===== src/rtl/jpeg_fifo_pkg.sv =====
// rtl/jpeg_fifo_pkg.sv - shared types, defaults and parameter checks for the JPEG bitstream FIFO
package jpeg_fifo_pkg;

   typedef int unsigned fifo_cnt_t;

   localparam fifo_cnt_t AFULL_DEFAULT = 12;

   function automatic fifo_cnt_t fifo_depth(input int addr_w);
      return fifo_cnt_t'(1) << addr_w;
   endfunction

   // Slots consumed by one accepted write: the word itself plus any reserved dummies.
   function automatic fifo_cnt_t slots_needed(input bit skip, input fifo_cnt_t skip_n);
      return skip ? (fifo_cnt_t'(1) + skip_n) : fifo_cnt_t'(1);
   endfunction

   function automatic bit skip_n_ok(input fifo_cnt_t skip_n, input fifo_cnt_t depth);
      return (skip_n >= 1) && (skip_n + 2 <= depth);
   endfunction

endpackage


===== src/rtl/sync_fifo_skip_mem.sv =====
// rtl/sync_fifo_skip_mem.sv - payload array, one write port and one registered read port
module sync_fifo_skip_mem
   import jpeg_fifo_pkg::*;
#(
   parameter int DATA_W = 91,
   parameter int ADDR_W = 4
)(
   input  logic              clk,
   input  logic              rst,
   input  logic              wr_en,
   input  logic [ADDR_W-1:0] wr_addr,
   input  logic [DATA_W-1:0] wr_data,
   input  logic              rd_en,
   input  logic [ADDR_W-1:0] rd_addr,
   output logic [DATA_W-1:0] rd_data
);

   localparam int DEPTH = int'(fifo_depth(ADDR_W));

   logic [DATA_W-1:0] mem [DEPTH];

   always_ff @(posedge clk) begin
      if (wr_en) begin
         mem[wr_addr] <= wr_data;
      end
   end

   // Output register holds its value between reads; only the storage array is left unreset.
   always_ff @(posedge clk or posedge rst) begin
      if (rst) begin
         rd_data <= '0;
      end else if (rd_en) begin
         rd_data <= mem[rd_addr];
      end
   end

endmodule


===== src/rtl/sync_fifo_skip.sv =====
// rtl/sync_fifo_skip.sv - synchronous FIFO with skip writes that reserve tagged dummy slots
module sync_fifo_skip
   import jpeg_fifo_pkg::*;
#(
   parameter int DATA_W    = 91,
   parameter int ADDR_W    = 4,
   parameter int SKIP_N    = 1,
   parameter int AFULL_LVL = int'(AFULL_DEFAULT)
)(
   input  logic              clk,
   input  logic              rst,
   input  logic              write_enable,
   input  logic              skip_write,
   input  logic [DATA_W-1:0] write_data,
   input  logic              read_req,
   output logic [DATA_W-1:0] read_data,
   output logic              rdata_valid,
   output logic              rdata_dummy,
   output logic              fifo_empty,
   output logic              fifo_full,
   output logic              almost_full,
   output logic [ADDR_W:0]   count,
   output logic              overflow
);

   localparam fifo_cnt_t       DEPTH      = fifo_depth(ADDR_W);
   localparam logic [ADDR_W:0] DEPTH_C    = (ADDR_W+1)'(DEPTH);
   localparam logic [ADDR_W:0] AFULL_C    = (ADDR_W+1)'(AFULL_LVL);
   localparam logic [ADDR_W:0] NEED_PLAIN = (ADDR_W+1)'(slots_needed(1'b0, fifo_cnt_t'(SKIP_N)));
   localparam logic [ADDR_W:0] NEED_SKIP  = (ADDR_W+1)'(slots_needed(1'b1, fifo_cnt_t'(SKIP_N)));

   generate
      if (!skip_n_ok(fifo_cnt_t'(SKIP_N), DEPTH)) begin : g_bad_skip_n
         $error("sync_fifo_skip: SKIP_N must be in 1..DEPTH-2");
      end
      if (AFULL_LVL > int'(DEPTH)) begin : g_bad_afull
         $error("sync_fifo_skip: AFULL_LVL must not exceed DEPTH");
      end
   endgenerate

   logic [ADDR_W:0]   wptr;
   logic [ADDR_W:0]   rptr;
   logic [ADDR_W:0]   free_slots;
   logic [ADDR_W:0]   need;
   logic [ADDR_W-1:0] widx;
   logic [ADDR_W-1:0] ridx;
   logic [DEPTH-1:0]  tag;
   logic              wr_ok;
   logic              rd_ok;

   assign widx = wptr[ADDR_W-1:0];
   assign ridx = rptr[ADDR_W-1:0];

   // Extra pointer bit distinguishes full from empty, so the difference is the occupancy.
   assign count       = wptr - rptr;
   assign fifo_empty  = (count == '0);
   assign fifo_full   = (count == DEPTH_C);
   assign almost_full = (count >= AFULL_C);

   // Space comes from the registered count; a read in the same cycle does not help the write.
   assign free_slots = DEPTH_C - count;
   assign need       = skip_write ? NEED_SKIP : NEED_PLAIN;
   assign wr_ok      = write_enable && (free_slots >= need);
   assign rd_ok      = read_req && !fifo_empty;

   sync_fifo_skip_mem #(
      .DATA_W (DATA_W),
      .ADDR_W (ADDR_W)
   ) u_mem (
      .clk     (clk),
      .rst     (rst),
      .wr_en   (wr_ok),
      .wr_addr (widx),
      .wr_data (write_data),
      .rd_en   (rd_ok),
      .rd_addr (ridx),
      .rd_data (read_data)
   );

   always_ff @(posedge clk or posedge rst) begin
      if (rst) begin
         wptr        <= '0;
         rptr        <= '0;
         tag         <= '0;
         rdata_valid <= 1'b0;
         rdata_dummy <= 1'b0;
         overflow    <= 1'b0;
      end else begin
         rdata_valid <= rd_ok;
         if (rd_ok) begin
            rdata_dummy <= tag[ridx];
            rptr        <= rptr + NEED_PLAIN;
         end
         if (write_enable && !wr_ok) begin
            overflow <= 1'b1;
         end
         if (wr_ok) begin
            tag[widx] <= 1'b0;
            if (skip_write) begin
               // Dummy slots only get their tag set; the payload array is left untouched there.
               for (int k = 1; k <= SKIP_N; k++) begin
                  tag[widx + ADDR_W'(k)] <= 1'b1;
               end
               wptr <= wptr + NEED_SKIP;
            end else begin
               wptr <= wptr + NEED_PLAIN;
            end
         end
      end
   end

endmodule


===== config.mk =====
export PLATFORM = sky130hd
export DESIGN_NAME = sync_fifo_skip
export DESIGN_NICKNAME = d
export VERILOG_FILES = /design/src/rtl/jpeg_fifo_pkg.sv /design/src/rtl/sync_fifo_skip_mem.sv /design/src/rtl/sync_fifo_skip.sv
export SDC_FILE = /design/constraint.sdc
export NUM_CORES = 2
export LEC_CHECK = 0
export ABC_AREA = 1
export BUFFER_PORTS_ARGS = -buffer_cell sky130_fd_sc_hd__buf_2
export CAP_MARGIN = 10
export CELL_PAD_IN_SITES_DETAIL_PLACEMENT = 0
export CELL_PAD_IN_SITES_GLOBAL_PLACEMENT = 1
export CORE_UTILIZATION = 53
export CTS_BUF_LIST = sky130_fd_sc_hd__clkbuf_8
export DETAILED_ROUTE_END_ITERATION = 8
export PLACE_DENSITY_LB_ADDON = 0.1
export SLEW_MARGIN = 20
export SYNTH_ARGS = -nofsm -noshare
export SYNTH_HDL_FRONTEND = slang
export SYNTH_SLANG_ARGS = --single-unit

===== constraint.sdc =====
create_clock -name clk -period 11.5 [get_ports clk]
set_input_delay 3.45 -clock clk [delete_from_list [all_inputs] [get_ports clk]]
set_output_delay 3.45 -clock clk [all_outputs]
set_load 0.01 [all_outputs]

==> impl_metrics.tcl <==
set metrics [dict create \
    status "complete, no violations" \
    cap_viol_max_count 0 \
    synthCells 4930 \
    max-vdd-ir-drop_v 0.0002862 \
    worst_pin_slew_ps 1258 \
    port_buffers 197 \
    rr_worst_depth 17 \
    grt_pass1_wl_mm 228.7 \
    timing.final.crit_share 0.6913 \
    viasPerCell 5.676 \
    drt_wl_total_mm 151.9 \
    min_path_cells 1 \
    wire_per_inst_um 22.12 \
    relSlewSlack 0.1610 \
    synthDistinctLibCells 31 \
    finalHoldViolCount 0 \
    dp_hpwl_mm 74.59 \
    synthFlopType "edfxtp_1" \
    ios 198 \
    ctsResizeCount 0 \
    tns_ps 0 \
    start_util 0.5346 \
    post_cts_buffers 0 \
    clk_latency_ps 950 \
    grt_max_degree 200 \
    reg2reg_from "rptr[1]" \
    fp-row-count 125 \
    place_ws_ps 3532 \
    drt_iter0_markers 3090 \
    nets 5252 \
    final_cell_mix "edfxtp_1, nor2_1, nand2_1" \
    grt_util_all_layers 0.2558 \
    gr-total-overflow 0 \
    die_h_um 344.4 \
    cts_tree "built" \
    gp_congestion 0.7810 \
    clk_pin_slew_ps 60 \
    die_area_mm2 0.1186 \
    cts_buffers 279 \
    crit_fanout 73 \
    async_flop_share 0.07614 \
    layoutNonFillerInstCount 6867 \
    crit_type "register to primary output" \
    yosysSeqAreaShare 0.7521 \
    syn_area_per_cell_um2 12.60 \
    fin_skew_ps 53.57 \
    dpl-instance-area_mm2 0.06420 \
    fmax_mhz 125.8 \
    power_w 0.01761 \
    clock_path_buffers 4 \
    min_delay_worst_endpoint "overflow" \
    remaining_drc_errors 0 \
    placed_cells 6383 \
    p_per_area_mw_per_mm2 254.7 \
    cp_data_arrival_time_ps 4500 \
    synth-edff-count 1456 \
    synth-seq-cells 1576 \
    p_leak_nw 24.05 \
    finalInstanceArea_mm2 0.06917 \
    firstDrtPassIters 5 \
    ys.warnings.count 0 \
    cts_hold_buf 0 \
    cts_num_sinks 1576 \
    setup_ws_ps 3551 \
    ant_nets 0 \
    die_w_um 344.4 \
    final_common_cell "edfxtp_1" \
    endpoint_kind "primary output" \
    ctsHtreeMaxLevel 5 \
    syn2layout_area_growth_pct 11.33 \
    antenna_found_initial 14 \
    timing.rr.end "u_mem.mem[8][14]" \
    hold_class "register to register" \
    syn-cell-area_mm2 0.06213 \
    drive_gt1_frac 0.1152 \
    reg2reg_slack_ps 4540 \
    min_from "overflow" \
    num_vias 38980 \
    cts_root_buf "clkbuf_8" \
    syn-num-nets 5042 \
    finalMaxSlewViolations 0 \
    grt_setup_unrepaired "no" \
    layout_min_cycle_time_ps 7949 \
    first_global_vias 37950 \
    startpoint_type "register" \
    coreArea_mm2 0.1162 \
    required_ps 8050 \
    setup_violations 0 \
]
critical path, cell delays in order, from the launching register on:
cell and delay (ps):
dfrtp_4 870, buf_4 760, inv_8 400, ha_1 340
a21oi_1 230, nand2_1 100, nand2_1 90, nand2_1 90
nor3_1 230, ha_1 270, buf_2 150
worst max-delay path by stage:
stage,start,end,slack (ps)
global placement,skip_write,u_mem.mem[8][41],3550
detailed placement,skip_write,u_mem.mem[8][41],3530
CTS,rptr[1],fifo_empty,3470
global route,rptr[1],fifo_empty,3270
finish,rptr[1],fifo_empty,3550
floorplan,skip_write,u_mem.mem[12][0],100
kinds of logic after synthesis:
| group | synth area share |
|---|---|
| XOR/XNOR | 0.001269 |
| buffers and inverters | 0.02670 |
| adder cells (fa/ha/maj) | 0.003343 |
| flip-flops | 0.7521 |
| AND/OR/NAND/NOR | 0.1280 |
| AO/OA/AOI/OAI | 0.08863 |
through the flow:
| stage | util | hold WS [ps] |
|---|---|---|
| 5_1_grt | 0.5952 | 521.5 |
| 3_3_place_gp | 0.5525 | 459.4 |
| 6_report | 0.5952 | 478.2 |
| 2_1_floorplan | - | 461.9 |
| 4_1_cts | 0.5951 | 479.5 |
| 3_5_place_dp | 0.5525 | 460.2 |
layout make-up:
cell class / instances / area, µm²
antenna: 5 / 12.51
clock buffer: 302 / 4156
clock inverter: 177 / 798.3
tap: 1524 / 1907
sequential: 1576 / 46740
inverter: 32 / 166.4
multi-input combinational: 2995 / 13870
fill: 9371 / 47040
timing repair buffer: 256 / 1516
power by group:
group | internal [W] | switching [W]
sequential | 0.00705 | 0.000364
combinational | 0.00159 | 0.00397
clock | 0.00247 | 0.00217
per-layer routing:
layer  share of wire  GRT usage  wire length [µm]  vias to the layer above
met3           0.056    0.04563              8439                      258
met1            0.43     0.3429             64870                    19300
met2            0.49     0.4243             75040                     1188
met5         0.00068          0               103                        -
met4           0.023    0.08472              3470                       16
li1                -          -                 -                    18210
sequential cells by signal (all words and copies together), names as in the netlist:
| register | cells |
|---|---|
| rdata_valid | 1 |
| wptr | 5 |
| u_mem.rd_data | 91 |
| u_mem.mem | 1456 |
| tag | 16 |
| overflow | 1 |
| rptr | 5 |
| rdata_dummy | 1 |
Yosys cell counts, types with 3 or more instances:
cell | count | area share
a21boi_0 | 3 | 0.00036
a21oi_1 | 186 | 0.015
a2bb2oi_1 | 6 | 0.00085
a31oi_1 | 4 | 0.00040
buf_1 | 21 | 0.0013
buf_2 | 118 | 0.0095
buf_4 | 15 | 0.0018
buf_6 | 14 | 0.0025
clkbuf_1 | 159 | 0.0096
dfrtp_1 | 120 | 0.048
edfxtp_1 | 1456 | 0.70
ha_1 | 15 | 0.0030
inv_1 | 29 | 0.0018
nand2_1 | 588 | 0.036
nand3_1 | 397 | 0.032
nand4_1 | 4 | 0.00040
nor2_1 | 979 | 0.059
nor3_1 | 7 | 0.00056
o211ai_1 | 184 | 0.022
o21a_1 | 3 | 0.00036
o21ai_0 | 577 | 0.046
o22ai_1 | 27 | 0.0027
xnor2_1 | 3 | 0.00042
xor2_1 | 6 | 0.00085
(Power assumes the default switching activity.)
